$ cat config.mk
export PLATFORM = sky130hd
export DESIGN_NAME = tie_strap_sampler
export DESIGN_NICKNAME = d
export VERILOG_FILES = /design/src/rtl/tie_strap_sampler.sv
export SDC_FILE = /design/constraint.sdc
export NUM_CORES = 1
export LEC_CHECK = 0
export CAP_MARGIN = 20
export CORE_MARGIN = 1
export CORE_UTILIZATION = 50
export CTS_CLUSTER_DIAMETER = 30
export DETAILED_ROUTE_END_ITERATION = 6
export PLACE_DENSITY = 0.73
export SLEW_MARGIN = 15
export SYNTH_ARGS = -nofsm -noshare
export SYNTH_HDL_FRONTEND = slang
export SYNTH_SLANG_ARGS = --single-unit
$ cat constraint.sdc
create_clock -name CLK -period 2.2 [get_ports CLK]
set_clock_uncertainty 0.15 [all_clocks]
set_input_delay 0.44 -clock CLK [delete_from_list [all_inputs] [get_ports CLK]]
set_output_delay 0.44 -clock CLK [all_outputs]
set_load 0.05 [all_outputs]
$ cat src/rtl/tie_strap_sampler.sv
`timescale 1ns / 1ps
// Strap sampler: settles after reset, captures STRAP_IN once stable, locks it and flags later drift.
// Optional build macro TIE_STRAP_SYNC_EN adds a 2-flop synchroniser per strap bit.
module tie_strap_sampler #(
    parameter int unsigned WIDTH         = 8,
    parameter int unsigned SETTLE_CYCLES = 16,
    parameter int unsigned STABLE_COUNT  = 4,
    parameter int unsigned MAX_RETRIES   = 3
) (
    input  logic             CLK,
    input  logic             RST,
    input  logic [WIDTH-1:0] STRAP_IN,
    input  logic             SAMPLE_REQ,
    output logic [WIDTH-1:0] STRAP_Q,
    output logic             VALID,
    output logic             BUSY,
    output logic             FAULT,
    output logic [WIDTH-1:0] FAULT_MASK
);

`ifdef TIE_STRAP_SYNC_EN
    localparam int unsigned SyncStages = 2;
`else
    localparam int unsigned SyncStages = 0;
`endif

    // Settle is stretched by the synchroniser depth so every latency shifts uniformly.
    localparam int unsigned SettleLast = SETTLE_CYCLES - 1 + SyncStages;
    localparam int unsigned SetW       = $clog2(SettleLast + 2);
    localparam int unsigned StbW       = $clog2(STABLE_COUNT + 2);
    localparam int unsigned RtyW       = $clog2(MAX_RETRIES + 2);

    typedef enum logic [1:0] {
        StSettle,
        StCapture,
        StLocked
    } state_e;

    logic [WIDTH-1:0] s;

`ifdef TIE_STRAP_SYNC_EN
    logic [1:0][WIDTH-1:0] sync_q, sync_d;

    always_comb begin
        sync_d[0] = STRAP_IN;
        sync_d[1] = sync_q[0];
    end

    always_ff @(posedge CLK) begin
        if (RST) begin
            sync_q <= '0;
        end else begin
            sync_q <= sync_d;
        end
    end

    assign s = sync_q[1];
`else
    assign s = STRAP_IN;
`endif

    state_e           state_q, state_d;
    logic [SetW-1:0]  settle_q, settle_d;
    logic [StbW-1:0]  stable_q, stable_d;
    logic [RtyW-1:0]  retry_q, retry_d;
    logic [WIDTH-1:0] cand_q, cand_d;
    logic [WIDTH-1:0] strap_q, strap_d;
    logic [WIDTH-1:0] mask_q, mask_d;
    logic             valid_q, valid_d;
    logic             busy_q, busy_d;
    logic             fault_q, fault_d;

    always_comb begin
        state_d  = state_q;
        settle_d = settle_q;
        stable_d = stable_q;
        retry_d  = retry_q;
        cand_d   = cand_q;
        strap_d  = strap_q;
        mask_d   = mask_q;
        valid_d  = valid_q;
        fault_d  = fault_q;

        unique case (state_q)
            StSettle: begin
                settle_d = settle_q + SetW'(1);
                if (settle_q == SetW'(SettleLast)) begin
                    state_d  = StCapture;
                    settle_d = '0;
                end
            end

            StCapture: begin
                // stable_q is zero only on the first capture cycle.
                if (stable_q == '0) begin
                    cand_d   = s;
                    stable_d = StbW'(1);
                end else if (s == cand_q) begin
                    stable_d = stable_q + StbW'(1);
                end else if (retry_q < RtyW'(MAX_RETRIES)) begin
                    cand_d   = s;
                    stable_d = StbW'(1);
                    retry_d  = retry_q + RtyW'(1);
                    mask_d   = mask_q | (cand_q ^ s);
                end else begin
                    state_d = StLocked;
                    strap_d = s;
                    valid_d = 1'b1;
                    fault_d = 1'b1;
                    mask_d  = mask_q | (cand_q ^ s);
                end

                if (state_d == StCapture && stable_d == StbW'(STABLE_COUNT)) begin
                    state_d = StLocked;
                    strap_d = cand_d;
                    valid_d = 1'b1;
                end
            end

            StLocked: begin
                // Re-capture wins over a coincident drift.
                if (SAMPLE_REQ) begin
                    state_d  = StSettle;
                    settle_d = '0;
                    stable_d = '0;
                    retry_d  = '0;
                    valid_d  = 1'b0;
                    fault_d  = 1'b0;
                    mask_d   = '0;
                end else if (s != strap_q) begin
                    fault_d = 1'b1;
                    mask_d  = mask_q | (s ^ strap_q);
                end
            end

            default: begin
                state_d = StSettle;
            end
        endcase

        busy_d = (state_d != StLocked);
    end

    always_ff @(posedge CLK) begin
        if (RST) begin
            state_q  <= StSettle;
            settle_q <= '0;
            stable_q <= '0;
            retry_q  <= '0;
            cand_q   <= '0;
            strap_q  <= '0;
            mask_q   <= '0;
            valid_q  <= 1'b0;
            busy_q   <= 1'b1;
            fault_q  <= 1'b0;
        end else begin
            state_q  <= state_d;
            settle_q <= settle_d;
            stable_q <= stable_d;
            retry_q  <= retry_d;
            cand_q   <= cand_d;
            strap_q  <= strap_d;
            mask_q   <= mask_d;
            valid_q  <= valid_d;
            busy_q   <= busy_d;
            fault_q  <= fault_d;
        end
    end

    assign STRAP_Q    = strap_q;
    assign VALID      = valid_q;
    assign BUSY       = busy_q;
    assign FAULT      = fault_q;
    assign FAULT_MASK = mask_q;

endmodule

# After elaboration in Yosys (flattened, before gate mapping)
# Index checks and enable logic that the tools add are counted.
# word_totals
regBits,40
in_bits,11
output_inout_bits,19
# classes
n_addsub,3
n_lt_le_gt_ge,1
n_eq_ne,20
muxes,42
n_bitwise,4
n_reduce_logical,12
# ops
operator,n
2-to-1 mux 8 bit,11
2-to-1 mux 3 bit,8
bitwise OR 8 bit,2
one-hot mux 8 bit (2 select lines),1
XOR 8 bit,2
AND reduction 5 bit,3
2-to-1 mux 2 bit,7
"!= test 2 bit, second input constant",6
"!= test 3 bit, second input constant",4
one-hot mux 3 bit (2 select lines),2
2-to-1 mux 5 bit,2
one-hot mux 5 bit (2 select lines),1
equality test 8 bit,1
!= test 8 bit,1
AND reduction 4 bit,2
2-to-1 mux 1 bit,7
"adder 3 x 1 -> 3 bit, second input constant",2
"!= test 2 x 1 -> 1 bit, second input constant",3
one-hot mux 2 bit (3 select lines),1
"adder 5 x 1 -> 5 bit, second input constant",1
"equality test 5 x 4 -> 1 bit, second input constant",1
"equality test 2 x 1 -> 1 bit, second input constant",2
one-hot mux 1 bit (2 select lines),2
AND reduction 2 bit,2
other kinds (7),8

# Longest topological paths before layout
# Gate-level depths: netlist (run 1).
# depth
word_depth,10
depth_mapped,9

# Worst setup path after synthesis (run 1)
# Ideal clock, no wire load.
# synth_timing
path_kind,register -> register
start,reg stable_q[0]
end,reg strap_q[0] (netlist: STRAP_Q[0])
setup_time_ps,136
arrival_ps,1654
required_time_ps,1914
path_slack_ps,259
path_stages_with_launch,8
period_less_slack_ps,1941
path_cell_list,dfxtp_1 -> inv_1 -> ha_1 -> nor4bb_1 -> o21ai_0 -> nor3_1 -> o21ai_2 -> mux2i_1
# synth_via
elab_chain_len,8
elab_cells_between_ends,17
# synth_lines
element,line_no,rtl
from (decl),64,"logic [StbW-1:0] stable_q, stable_d;"
from (signal assigned),159,stable_q <= stable_d;
adder 3 x 1 -> 3 bit / 2-to-1 mux 3 bit (equally long branches),"99, 100",
2-to-1 mux 3 bit,98,end else if (s == cand_q) begin
2-to-1 mux 3 bit,95,if (stable_q == '0) begin
2-to-1 mux 3 bit,84,unique case (state_q)
equality test 3 bit,113,if (state_d == StCapture && stable_d == StbW'(STABLE_COUNT)) begin
logical AND 1 bit,113,
!= test 2 x 1 -> 1 bit (no line),-,
AND reduction 4 bit (no line),-,
to (signal assigned),162,strap_q <= strap_d;
to (decl),67,"logic [WIDTH-1:0] strap_q, strap_d;"
# Parallel ways exist; a longest one is shown, timed or not. The select of a mux whose other input is x is not followed.
# A chain may end at the register's enable or synchronous reset.

# Worst setup path after layout (run 1)
# layout_timing
start,reg strap_q[7] (netlist: STRAP_Q[7])
end,out STRAP_Q[7]
# layout_rtl
element,line_no,rtl
to (decl),14,"output logic [WIDTH-1:0] STRAP_Q,"
# No word-level cell between the ends.

==> metrics.md, run 1 <==
| Metric | Value |
|---|---|
| Status | finished, violations left |
| Violated checks | design-rule violations |
| Sw Ratio | 25.0% |
| Remaining global-route overflow | 0 |
| Number of DRC markers in iteration 0 | 147 |
| Reg clk slew, reported paths | 0.08 ns |
| Chip Height | 70.5 um |
| Period utilisation layout | 98.0% |
| Average wire per standard cell | 15.5 um |
| Gate power share | 9.3% |
| Count of pins over their slew limit | 0 |
| Antenna Cells | 0 |
| Setup ws final | 0.0448 ns |
| Max Freq | 0.464 GHz |
| Sequential Power Share | 52.9% |
| Die ar. | 4970 um^2 |
| Synthesized Nets | 302 |
| Synth top area share | 34.2% |
| Element type at the critical path end | output port |
| Sequential-to-total area share from yosys stat | 34.2% |
| Critical Path RT | 1.61 ns |
| CP max-delay cell | clkdlybuf4s50_1 |
| Post-Synthesis Cell Area | 2340 um^2 |
| Pint | 1.04 mW |
| Core ar. | 4440 um^2 |
| Inst Count DP | 376 |
| Initial antenna violation count | 0 |
| Async SR Flop Fraction | 0% |
| Startpoint types | flop |
| Unrepaired setup endpoints after global routing | yes |
| # IOs | 30 |
| Syn Area/Cell | 8.29 um^2 |
| Predominant post-synthesis flop cell | dfxtp_1 |
| CTS tree | yes |
| Overall Global Routing Usage | 24.9% |
| # Max-Cap Violations | 0 |
| #FFs+latches synth | 40 |
| Delay-heaviest family, CP | buffers and inverters |
| H-tree Lvls | 2 |
| Syn. warnings | 0 |
| HPWL after detailed placement | 4.23 mm |
| Synth area leaders | dfxtp_1, nand2_1, mux2i_1, o21ai_0, ha_1 |
| Design area | 3030 um^2 |
| Largest net degree at the start of global routing | 29 |
| Max incr delay on CP | 0.84 ns |
| Area after DPL | 2870 um^2 |
| Routed wire length | 5.96 mm |
| Worst skew pair latency | 0.30 ns |
| Setup TNS | 0 ns |
| Dpl ws | -0.344 ns |
| Worst path arrival time | 1.57 ns |
| Post-route insts no fill | 384 |
| DIE WIDTH | 70.5 um |
| Critical Path, Cell by Cell | clkdlybuf4s50_1 |
| Final hold violation count | 0 |
| Power per Cell Area | 459 nW/um^2 |
| Setup violations, final | 0 |
| IO Port Bufs | 29 |
| First-pass GRT wire length | 9.65 mm |
| Cell taking the most area after synthesis | dfxtp_1 |
| Vias per cell | 5.92 |
| Clk sink count | 40 |
| Nets@finish | 350 |
| Mapped Cells | 283 |
| Worst ir drop on vdd | 0.000299 V |
| Min-Delay Path Class | flop to flop |
| DR vias | 2272 |
| Bufs and invs on worst path | 1 |
| Clock power share | 37.8% |
| CP Class | flop to output port |
| ANT nets after route | 0 |
| CTS Buf Count | 5 |
| Post-synth EDFFs | 0 |
| Worst Tran Pin Value | 0.512 ns |
| DR pass1 iterations | 6 |
| P_leak | 1.19 nW |
| Hold_buf cts | 0 |
| Initial Utilization | 52.8% |
| CTS Buffer Depth | 2 |
| Crit-path max FO | 5 |
| Final Util | 68.2% |
| Relative slew slack | 65.8% |
| FP Rows | 24 |
| GP Congestion | 0.848 |
| P&R area growth vs syn | 29.3% |
| Share of cells above drive strength 1 | 15.4% |
| NetSw | 0.348 mW |
| CTS Root Cell | clkbuf_8 |
| Netlist cell types | 50 |
| Drc violations | 4 |
| Min Tclk post-route | 2.16 ns |
| Vias in the first global route | 2091 |
## area by class of cell
class,count,area [um^2]
Clock buffer,7,86.3
Sequential cell,40,801
Tap cell,52,65.1
Inverter,17,63.8
Timing Repair Buffer,56,541
Fill cell,381,1410
Clock inverter,1,7.51
Multi-Input combinational cell,211,1470
## kinds of logic after synthesis
logic type	after synthesis	synth area share, %
AOI/OAI and AO/OA	78	23.7
xor gates and xnor gates	16	5.98
adders and majority gates	8	4.27
buffers and inverters	32	5.82
DFF	40	34.2
muxes	17	7.31
and+or+nand+nor	92	18.7
## cells in the final DEF (no fill, tap or decap), types with 2 or more instances in the layout
cell	instances
o21a_1	2
buf_4	24
nor3_1	4
o221ai_1	8
nor2_1	8
nand3_1	8
o32ai_1	8
nand2b_1	3
a211oi_4	2
nand2_1	48
nor3b_1	4
xor2_1	7
clkbuf_8	6
o21ai_0	24
ha_1	8
clkdlybuf4s50_1	25
inv_1	15
nor2b_1	3
o2111a_1	2
dlymetal6s2s_1	4
o21ai_2	3
a32o_1	3
xnor2_2	2
o211ai_1	5
xnor2_1	7
a21oi_1	10
a31oi_1	3
mux2i_1	16
buf_12	3
dfxtp_1	40
nand4_1	2
## sequential cells by signal (all words and copies together) (netlist names)
signal	flops
settle_q	5
cand_q	8
STRAP_Q	8
FAULT	1
state_q	2
VALID	1
retry_q	3
BUSY	1
FAULT_MASK	8
stable_q	3
## layer usage
metal	part of all wire (%)	wire, um	global-route usage (%)
met4	1.8	109	9.75
met5	0	0	0
met3	4.8	288	4.91
met1	47	2800	32.1
met2	46	2760	40.9
## worst paths after layout
kind | startpoint | endpoint | slack, ns | cells past startpoint
worst max-delay path | STRAP_Q[7] | STRAP_Q[7] | 0.04 | 1
worst min-delay path | settle_q[4] | settle_q[4] | 0.31 | 1
worst max register to register | stable_q[1] | STRAP_Q[2] | 0.17 | 8
worst min register to register | settle_q[4] | settle_q[4] | 0.31 | 1
## power by group through the flow
stage               combinational (mW)  clock (mW)  sequential [mW]
detailed placement               0.123           0            0.753
global route                     0.142       0.567            0.738
finish                           0.130       0.526            0.737
global placement                 0.121           0            0.753
CTS                              0.124       0.538            0.736
floorplan                       0.0632           0            0.752
## Yosys cell counts (2+ instances only)
cell	n
a211oi_2	2
a21oi_1	10
a31oi_1	3
a32o_1	3
and4_1	2
buf_6	2
clkbuf_1	11
dfxtp_1	40
ha_1	8
inv_1	15
mux2i_1	16
nand2_1	48
nand2b_1	3
nand3_1	8
nand4_1	2
nor2_1	8
nor2b_1	3
nor3_1	5
nor3b_1	4
nor4_1	2
o2111a_1	2
o211ai_1	5
o21a_1	2
o21ai_0	24
o21ai_1	2
o221ai_1	8
o32ai_1	8
xnor2_1	9
xor2_1	7
## per-stage QoR
stage | hold WS (ns) | power, mW
6_report | 0.314 | 1.39
5_1_grt | 0.338 | 1.45
4_1_cts | 0.316 | 1.40
3_5_place_dp | 0.304 | 0.876
3_3_place_gp | 0.289 | 0.874
2_1_floorplan | 0.283 | 0.815
## worst reg2reg max path, stage by stage (launching register included)
cell and delay, ns:
dfxtp_1 0.39, inv_1 0.06, ha_1 0.29, nor4bb_1 0.25
o21ai_0 0.15, nor3_2 0.24, o21ai_2 0.11, buf_12 0.16
mux2i_1 0.11
## repair_timing
item / CTS / global route
gates resized for setup: 1 / 15
setup buffers: 0 / 0
setup endpoints to repair: 2 / 25
pin swaps: 0 / 2
Note: power is estimated with default switching activity, not from simulation.
==> run 2: changes to the inputs <==
--- a/config.mk
+++ b/config.mk
@@ -11,6 +11,7 @@
 export CTS_CLUSTER_DIAMETER = 30
 export DETAILED_ROUTE_END_ITERATION = 6
 export PLACE_DENSITY = 0.73
+export SKIP_CTS_REPAIR_TIMING = 1
 export SLEW_MARGIN = 15
 export SYNTH_ARGS = -nofsm -noshare
 export SYNTH_HDL_FRONTEND = slang
==> metrics.md, run 2 (synthesis gave the netlist of run 1 again) <==
| Metric | Value |
|---|---|
| Setup ws final | 0.0454 ns (+0.000597 ns) |
| # IOs | 30 (unchanged) |
| ANT nets after route | 0 (unchanged) |
| CTS Buffer Depth | 2 (unchanged) |
| CTS Root Cell | clkbuf_8 |
| Element type at the critical path end | output port |
| Relative slew slack | 65.8% (about the same) |
| P_leak | 1.19 nW (unchanged) |
| Design area | 3030 um^2 (unchanged) |
| Unrepaired setup endpoints after global routing | yes |
| R2r setup slk | 0.17 ns (about the same) |
| Violated checks | design-rule violations |
| Most common cell after layout, fill and taps aside | nand2_1 |
| Crit-path max FO | 5 (unchanged) |
| Area after DPL | 2870 um^2 (unchanged) |
| Antenna Cells | 0 (unchanged) |
| CP max-delay cell | clkdlybuf4s50_1 |
| Overall Global Routing Usage | 24.9% (-0.061 points) |
| DIE WIDTH | 70.5 um (unchanged) |
| HPWL after detailed placement | 4.23 mm (unchanged) |
| Hold depth | 1 (unchanged) |
| Hold_ws | 0.312 ns (-0.00162 ns) |
| CTS tree | yes |
| Setup TNS | 0 ns (unchanged) |
| Hold endpoint | settle_q[4] |
| Drc violations | 4 (unchanged) |
| Bufs and invs on worst path | 1 (unchanged) |
| Grt met3 use | 4.91% (unchanged) |
| Final hold violation count | 0 (unchanged) |
| H-tree Lvls | 2 (unchanged) |
| Clk sink count | 40 (unchanged) |
| CP Class | flop to output port |
| Worst skew pair latency | 0.30 ns (about the same) |
| Worst ir drop on vdd | 0.000299 V (about the same) |
| P&R area growth vs syn | 29.3% (unchanged) |
| FP Rows | 24 (unchanged) |
| DR vias | 2275 (+0.13%) |
| GRT met2 Usage | 40.7% (-0.22 points) |
| Share of cells above drive strength 1 | 15.4% (unchanged) |
| Vias per cell | 5.92 (+0.13%) |
| Initial Utilization | 52.8% (unchanged) |
| R2r endpoint | STRAP_Q[5] |
| Min-Delay Path Class | flop to flop |
| Min Tclk post-route | 2.15 ns (-0.000597 ns) |
| Max incr delay on CP | 0.84 ns (about the same) |
| Max Freq | 0.464 GHz (about the same) |
| GRT met1 Usage | 31.9% (-0.18 points) |
| Setup violations, final | 0 (unchanged) |
| CP startpoint | STRAP_Q[7] |
| IO Port Bufs | 29 (unchanged) |
| Startpoint types | flop |
| First-pass GRT wire length | 9.62 mm (-0.36%) |
| Critical Path RT | 1.61 ns (about the same) |
| Core ar. | 4440 um^2 (unchanged) |
| Number of DRC markers in iteration 0 | 143 (-2.7%) |
| Initial antenna violation count | 0 (unchanged) |
| Power per Cell Area | 459 nW/um^2 (about the same) |
| CTS Buf Count | 5 (unchanged) |
| Critical Path, Cell by Cell | clkdlybuf4s50_1 |
| Worst Hold Launch | settle_q[4] |
| Chip Height | 70.5 um (unchanged) |
| Dpl ws | -0.344 ns (unchanged) |
| Busiest grt layer | met2 |
| Largest net degree at the start of global routing | 29 (unchanged) |
| Period utilisation layout | 97.9% (about the same) |
| Die ar. | 4970 um^2 (unchanged) |
| Nets@finish | 350 (unchanged) |
| Delay-heaviest family, CP | buffers and inverters |
| Status | finished, violations left |
| Worst Tran Pin Value | 0.512 ns (-0.000478 ns) |
| GP Congestion | 0.848 (unchanged) |
| Most frequent cells in the layout | nand2_1, dfxtp_1, clkdlybuf4s50_1, o21ai_0, buf_4 |
| FF-to-FF Start | stable_q[1] |
| Count of pins over their slew limit | 0 (unchanged) |
| DR pass1 iterations | 6 (unchanged) |
| Cell depth of the worst flop-to-flop path | 8 (unchanged) |
| Remaining global-route overflow | 0 (unchanged) |
| Average wire per standard cell | 15.6 um (+0.32%) |
| # Max-Cap Violations | 0 (unchanged) |
| Reg clk slew, reported paths | 0.08 ns (about the same) |
| Routed wire length | 5.98 mm (+0.32%) |
| Vias in the first global route | 2089 (-0.096%) |
| Worst path arrival time | 1.56 ns (about the same) |
[run 2: power breakdown]
part,internal [mW],total [mW],switching [mW]
registers,0.730,0.737,0.00679
clock network,0.255,0.525,0.270
logic,0.0600,0.130,0.0701
[run 2: layout make-up]
class                      instances  area (um^2)
clock buffer                       7         86.3
multi-input combinational        211         1470
tap                               52         65.1
sequential                        40          801
fill                             381         1410
timing repair buffer              56          541
inverter                          17         63.8
clock inverter                     1         7.51
[run 2: worst max-delay path by stage]
stage	end	slack, ns	cells after the start
5_1_grt	STRAP_Q[1]	-0.04	8
4_1_cts	cand_q[1]	-0.03	6
3_5_place_dp	cand_q[1]	-0.34	6
6_report	STRAP_Q[7]	0.05	1
3_3_place_gp	FAULT_MASK[7]	-0.32	7
2_1_floorplan	STRAP_Q[0]	0.26	7
[run 2: layer usage]
metal / vias to the layer above / wire [um] / share of wire, %
met4: 0 / 98 / 1.6
li1: 1122 / - / -
met3: 10 / 278 / 4.6
met5: - / 0 / 0
met2: 66 / 2800 / 47
met1: 1077 / 2800 / 47
[run 2: through the flow]
step	util, %	std cells	power (mW)
detailed placement	64.5	376	0.876
CTS	66.6	384	1.40
global placement	64.5	376	0.874
global route	68.2	384	1.45
finish	68.2	384	1.39
floorplan	-	283	0.815
==> run 3: changes to the inputs <==
--- a/config.mk
+++ b/config.mk
@@ -5,6 +5,7 @@
 export SDC_FILE = /design/constraint.sdc
 export NUM_CORES = 1
 export LEC_CHECK = 0
+export ABC_CLOCK_PERIOD_IN_PS = 2200
 export CAP_MARGIN = 20
 export CORE_MARGIN = 1
 export CORE_UTILIZATION = 50
==> results of run 3 <==
Final layout, timing and power as in run 2 (identical DEF).
==> RTL change 1 (flow settings as in run 1) <==
Register the output `STRAP_Q` once more; this adds one clock of latency there. The other outputs are not delayed to match.
--- a/src/rtl/tie_strap_sampler.sv
+++ b/src/rtl/tie_strap_sampler.sv
@@ -167,7 +167,9 @@
         end
     end
 
-    assign STRAP_Q    = strap_q;
+    always_ff @(posedge CLK) begin
+        STRAP_Q <= strap_q;
+    end
     assign VALID      = valid_q;
     assign BUSY       = busy_q;
     assign FAULT      = fault_q;
Formal check against the unedited RTL: same outputs for any inputs over 10 cycles, from zero or initial values and one cycle with RST high; that may be too few to reach the edited logic, so the function may still have changed.
==> RTL change 1 against run 1 <==
  * Power grew 19%
  * Area after synthesis grew 6.8%
  * First-iteration DRC count grew 58%
  * Via count shrank 0.62%
  * Cell count grew 6.3%
  * Critical path depth grew 5
  * Largest power group unchanged
  * Wire length grew 2.2%
  * Setup slack gained 0.021 ns
  * Sequential cell count grew 8
  * Utilization shrank 0.82 points
  * Highest routed layer unchanged
  * Final area grew 6.4%
==> RTL change 1: results (changes against run 1) <==
The fraction of met1 tracks used by global routing came to 0.3402 (was 0.3208). The end of the worst hold path is STRAP_Q[6] (was settle_q[4]). The clock-cell share of area is 0.03763 (was 0.03095). The internal power came out at 1.299 mW (was 1.045 mW). The worst-case vdd ir drop came to 0.0003476 V (was 0.0002987 V). The weighted congestion at the end of routability-driven global placement is 0.8890 (was 0.8484). The biggest cell delay along the critical path is 0.53 ns (was 0.84 ns). The post-layout net count came to 359 (was 350). The arrival time at the worst endpoint was 2.20 ns (was 1.57 ns).

The worst-case reg-to-reg path depth came out at 7 (was 8). The number of clock buffer instances in the layout came out at 6 (was 7). The iteration-0 DRC count of the detailed router was 232 (was 147). The placed instance count was 397 (was 376).

The share of the synthesized netlist area taken by xor and xnor gates came out at 0.05944 (was 0.05977). The synthesized flop and latch total is 48 (was 40). The fraction of met3 tracks used by global routing was 0.04834 (was 0.04906).

The met2 demand-to-capacity share in global routing is 0.3728 (was 0.4088). The sequential-to-total area share from yosys stat came out at 0.3836 (was 0.3415). The slowest stage cell on the critical path is sky130_fd_sc_hd__or4_1 (was sky130_fd_sc_hd__clkdlybuf4s50_1). The share of layout cells above drive strength 1 came to 0.1584 (was 0.1536). The startpoint of the worst setup timing path is STRAP_IN[6] (was STRAP_Q[7]). The total routed wirelength came out at 6.092 mm (was 5.961 mm). The post-detailed-placement half-perimeter wirelength came out at 4.475 mm (was 4.230 mm). The overall track demand over capacity in global routing is 0.2460 (was 0.2492).

The actual slew at the worst max-slew pin is 0.5177 ns (was 0.5122 ns). The maximum fanout along the worst path is 6 (was 5). The number of iterations in the first detailed-routing pass is 4 (was 6). The non-filler instance count after layout is 408 (was 384). The worst-case setup slack after placement came out at -0.3100 ns (was -0.3439 ns). The wire length of the first global-routing pass is 9.908 mm (was 9.653 mm). Outcome: finished, final reports clean (was finished, violations left).

The hold path startpoint was strap_q[6] (was settle_q[4]). The worst hold margin came out at 0.2663 ns (was 0.3140 ns). The post-synthesis share of cell area spent on full adders, half adders and majority gates was 0.03996 (was 0.04269).

Post-synth top cells: 48 x sky130_fd_sc_hd__dfxtp_1, 40 x sky130_fd_sc_hd__nand2_1, 27 x sky130_fd_sc_hd__inv_1, 18 x sky130_fd_sc_hd__o21ai_0, 16 x sky130_fd_sc_hd__mux2i_1 (was 48 x sky130_fd_sc_hd__nand2_1, 40 x sky130_fd_sc_hd__dfxtp_1, 24 x sky130_fd_sc_hd__o21ai_0, 16 x sky130_fd_sc_hd__mux2i_1, 15 x sky130_fd_sc_hd__inv_1). The top cell family by delay on the critical path is simple AND/OR/NAND/NOR gates (was buffers and inverters). The multiplexer fraction of the synthesized cell area came out at 0.06993 (was 0.07311).

The sequential cell area share came out at 0.2979 (was 0.2641). The per-instance average area after synthesis is 8.758 um^2 (was 8.285 um^2). The number of resized instances in the post-cts repair step came out at 0 (was 1).
## RTL change 1: cell count changes after synthesis, sizes merged, moves of 3 or more
cell / change
a32o: -3
dfxtp: +8
inv: +11
nand2: -8
nor3b: -3
o211ai: -3
o21ai: -6
## RTL change 1: through the flow
step,area [um^2],utilization
after floorplan,2505,-
after global placement,3048,0.6369
after detailed placement,3048,0.6369
after CTS,3169,0.6622
after global routing,3226,0.6740
final,3226,0.6740
## RTL change 1: power by group through the flow
stage / registers, mW / clock network, mW / logic, mW
2_1_floorplan: 0.897 / 0 / 0.0523
3_3_place_gp: 0.898 / 0 / 0.108
3_5_place_dp: 0.898 / 0 / 0.109
4_1_cts: 0.878 / 0.692 / 0.109
5_1_grt: 0.879 / 0.734 / 0.123
6_report: 0.878 / 0.674 / 0.112
## RTL change 1: per-layer routing
metal  vias to the layer above  share of wire
met5                         -              0
met1                      1044           0.47
li1                       1139              -
met2                        66           0.45
met3                         9          0.058
met4                         0          0.016
==> RTL change 2 (settings of run 1) <==
Without the edit above. The option `TIE_STRAP_SYNC_EN` is turned on by a define.
--- a/src/rtl/tie_strap_sampler.sv
+++ b/src/rtl/tie_strap_sampler.sv
@@ -1,6 +1,8 @@
 `timescale 1ns / 1ps
 // Strap sampler: settles after reset, captures STRAP_IN once stable, locks it and flags later drift.
 // Optional build macro TIE_STRAP_SYNC_EN adds a 2-flop synchroniser per strap bit.
+`define TIE_STRAP_SYNC_EN
+
 module tie_strap_sampler #(
     parameter int unsigned WIDTH         = 8,
     parameter int unsigned SETTLE_CYCLES = 16,
Behaviour: no difference found for any inputs over 10 cycles, from zero or initial values and one cycle with RST high; that may be too few to reach the edited logic, so the function may still have changed.
==> RTL change 2 against run 1 <==
  * Global-route usage shrank 1.8 points
  * Final area is 20% higher
  * Sequential cell count increased by 16
  * Synthesized cell count up 9.5%
  * Power rose by 30%
  * Setup slack better by 0.0088 ns
  * Wire length up 12%
  * Worst hold slack worse by 0.015 ns
  * Count of clock-buffer cells in the layout decreased by 2
  * Area after synthesis is 24% higher
  * Largest cell class unchanged
  * Largest power group unchanged
  * Sequential power up 41%
==> RTL change 2: results (changes against run 1) <==
The via total after detailed routing is 2489 (was 2272). Post-synth top cells: 56 x sky130_fd_sc_hd__dfxtp_1, 23 x sky130_fd_sc_hd__xnor2_1, 18 x sky130_fd_sc_hd__nand3_1, 18 x sky130_fd_sc_hd__nor2b_1, 17 x sky130_fd_sc_hd__nand2b_1 (was 48 x sky130_fd_sc_hd__nand2_1, 40 x sky130_fd_sc_hd__dfxtp_1, 24 x sky130_fd_sc_hd__o21ai_0, 16 x sky130_fd_sc_hd__mux2i_1, 15 x sky130_fd_sc_hd__inv_1). The number of global-route vias before repair came out at 2418 (was 2091). The number of iterations in the first detailed-routing pass was 4 (was 6). The clock-pin slew on the worst setup and hold paths is 0.11 ns (was 0.08 ns). The multiplexer fraction of the synthesized cell area came out at 0.05877 (was 0.07311). The share of layout cells above drive strength 1 came to 0.1685 (was 0.1536). The arrival time at the worst endpoint came out at 2.21 ns (was 1.57 ns). The post-synthesis share of cell area spent on full adders, half adders and majority gates came out at 0.03861 (was 0.04269). The hold path startpoint is sync_d[12] (was settle_q[4]). The post-detailed-placement half-perimeter wirelength is 4.846 mm (was 4.230 mm). The net count after synthesis was 330 (was 302).

Top cells by area, synth: sky130_fd_sc_hd__dfxtp_1 38%, sky130_fd_sc_hd__xnor2_1 6.9%, sky130_fd_sc_hd__mux2i_1 5.5%, sky130_fd_sc_hd__o211ai_1 4.1%, sky130_fd_sc_hd__ha_1 3.9% (was sky130_fd_sc_hd__dfxtp_1 34%, sky130_fd_sc_hd__nand2_1 7.7%, sky130_fd_sc_hd__mux2i_1 6.8%, sky130_fd_sc_hd__o21ai_0 5.1%, sky130_fd_sc_hd__ha_1 4.3%). The compound-gate portion of the synthesized area is 0.1995 (was 0.2375). The sequential-to-total area share from yosys stat is 0.3844 (was 0.3415). The weighted congestion at the end of routability-driven global placement was 0.8329 (was 0.8484). The internal reg-to-reg setup slack is 0.05 ns (was 0.17 ns). The standard cell area after detailed placement is 0.003477 mm^2 (was 0.002868 mm^2). The end of the worst hold path is s[4] (was settle_q[4]). The wire length of the first global-routing pass is 11.19 mm (was 9.653 mm).

The worst-case vdd ir drop came to 0.0003671 V (was 0.0002987 V). The maximum number of pins on one net before global-route repair was 31 (was 29). Outcome: finished, final reports clean (was finished, violations left). The element type at the critical path end is a register (was primary output). The total routed wirelength came out at 6.705 mm (was 5.961 mm).

The iteration-0 DRC count of the detailed router is 103 (was 147).
==> RTL change 2: critical path: stages (launching register included) <==
cell                      delay (ns)
sky130_fd_sc_hd__dfxtp_2        0.37
sky130_fd_sc_hd__inv_2          0.05
sky130_fd_sc_hd__ha_4           0.15
sky130_fd_sc_hd__or3b_4         0.41
sky130_fd_sc_hd__a21o_1         0.21
sky130_fd_sc_hd__nor4_4         0.30
sky130_fd_sc_hd__buf_4          0.17
sky130_fd_sc_hd__nor3_1         0.04
sky130_fd_sc_hd__o211a_1        0.20
==> RTL change 2: worst max path at each step <==
| stage | endpoint | slack [ns] | depth (start not counted) |
|---|---|---|---|
| floorplan | VALID | 0.12 | 7 |
| global placement | FAULT | 0.06 | 5 |
| detailed placement | FAULT | 0.03 | 5 |
| CTS | STRAP_Q[7] | 0.01 | 8 |
| global route | STRAP_Q[3] | -0.03 | 8 |
| finish | VALID | 0.05 | 8 |
==> RTL change 2: stage by stage <==
stage	TNS, ns	worst slack [ns]	instances
CTS	0	0.01481	437
global placement	0	0.06238	428
finish	0	0.05359	440
floorplan	0	0.1187	310
global route	-0.04455	-0.03154	440
detailed placement	0	0.02742	428
==> RTL change 2: kinds of logic (layout without fill, tap and decap cells) <==
| family | Yosys count | after routing |
|---|---|---|
| AO/OA/AOI/OAI | 76 | 76 |
| multiplexers | 17 | 17 |
| buffers and inverters | 32 | 89 |
| flip-flops | 56 | 56 |
| AND/OR/NAND/NOR | 96 | 97 |
| adder cells (fa/ha/maj) | 9 | 9 |
| XOR/XNOR | 24 | 24 |
==> RTL change 2: final cells by class <==
class / instances / area (um^2)
clock inverter: 3 / 28.78
sequential: 56 / 1125
timing repair buffer: 64 / 586.8
fill: 473 / 1924
tap: 72 / 90.09
clock buffer: 5 / 68.82
inverter: 17 / 63.81
multi-input combinational: 223 / 1687
==> RTL change 2: timing repair <==
item,CTS,global route
endpoints found under the setup margin,9,17
resized for setup,1,14
hold buffers,0,0
gates cloned,1,0
setup buffers,0,3
pin swaps,1,7
==> RTL change 2: layer usage <==
layer,part of all wire,global-route usage
met1,0.46,0.2915
met2,0.48,0.3842
met3,0.049,0.05233
met4,0.011,0.08333
met5,0,0
==> RTL change 2: report_power, final <==
group / leakage [nW] / internal (mW) / switching [mW]
clock: 0.0511 / 0.241 / 0.370
sequential: 0.457 / 1.03 / 0.0128
combinational: 0.844 / 0.0755 / 0.0786
total: 1.35 / 1.35 / 0.461
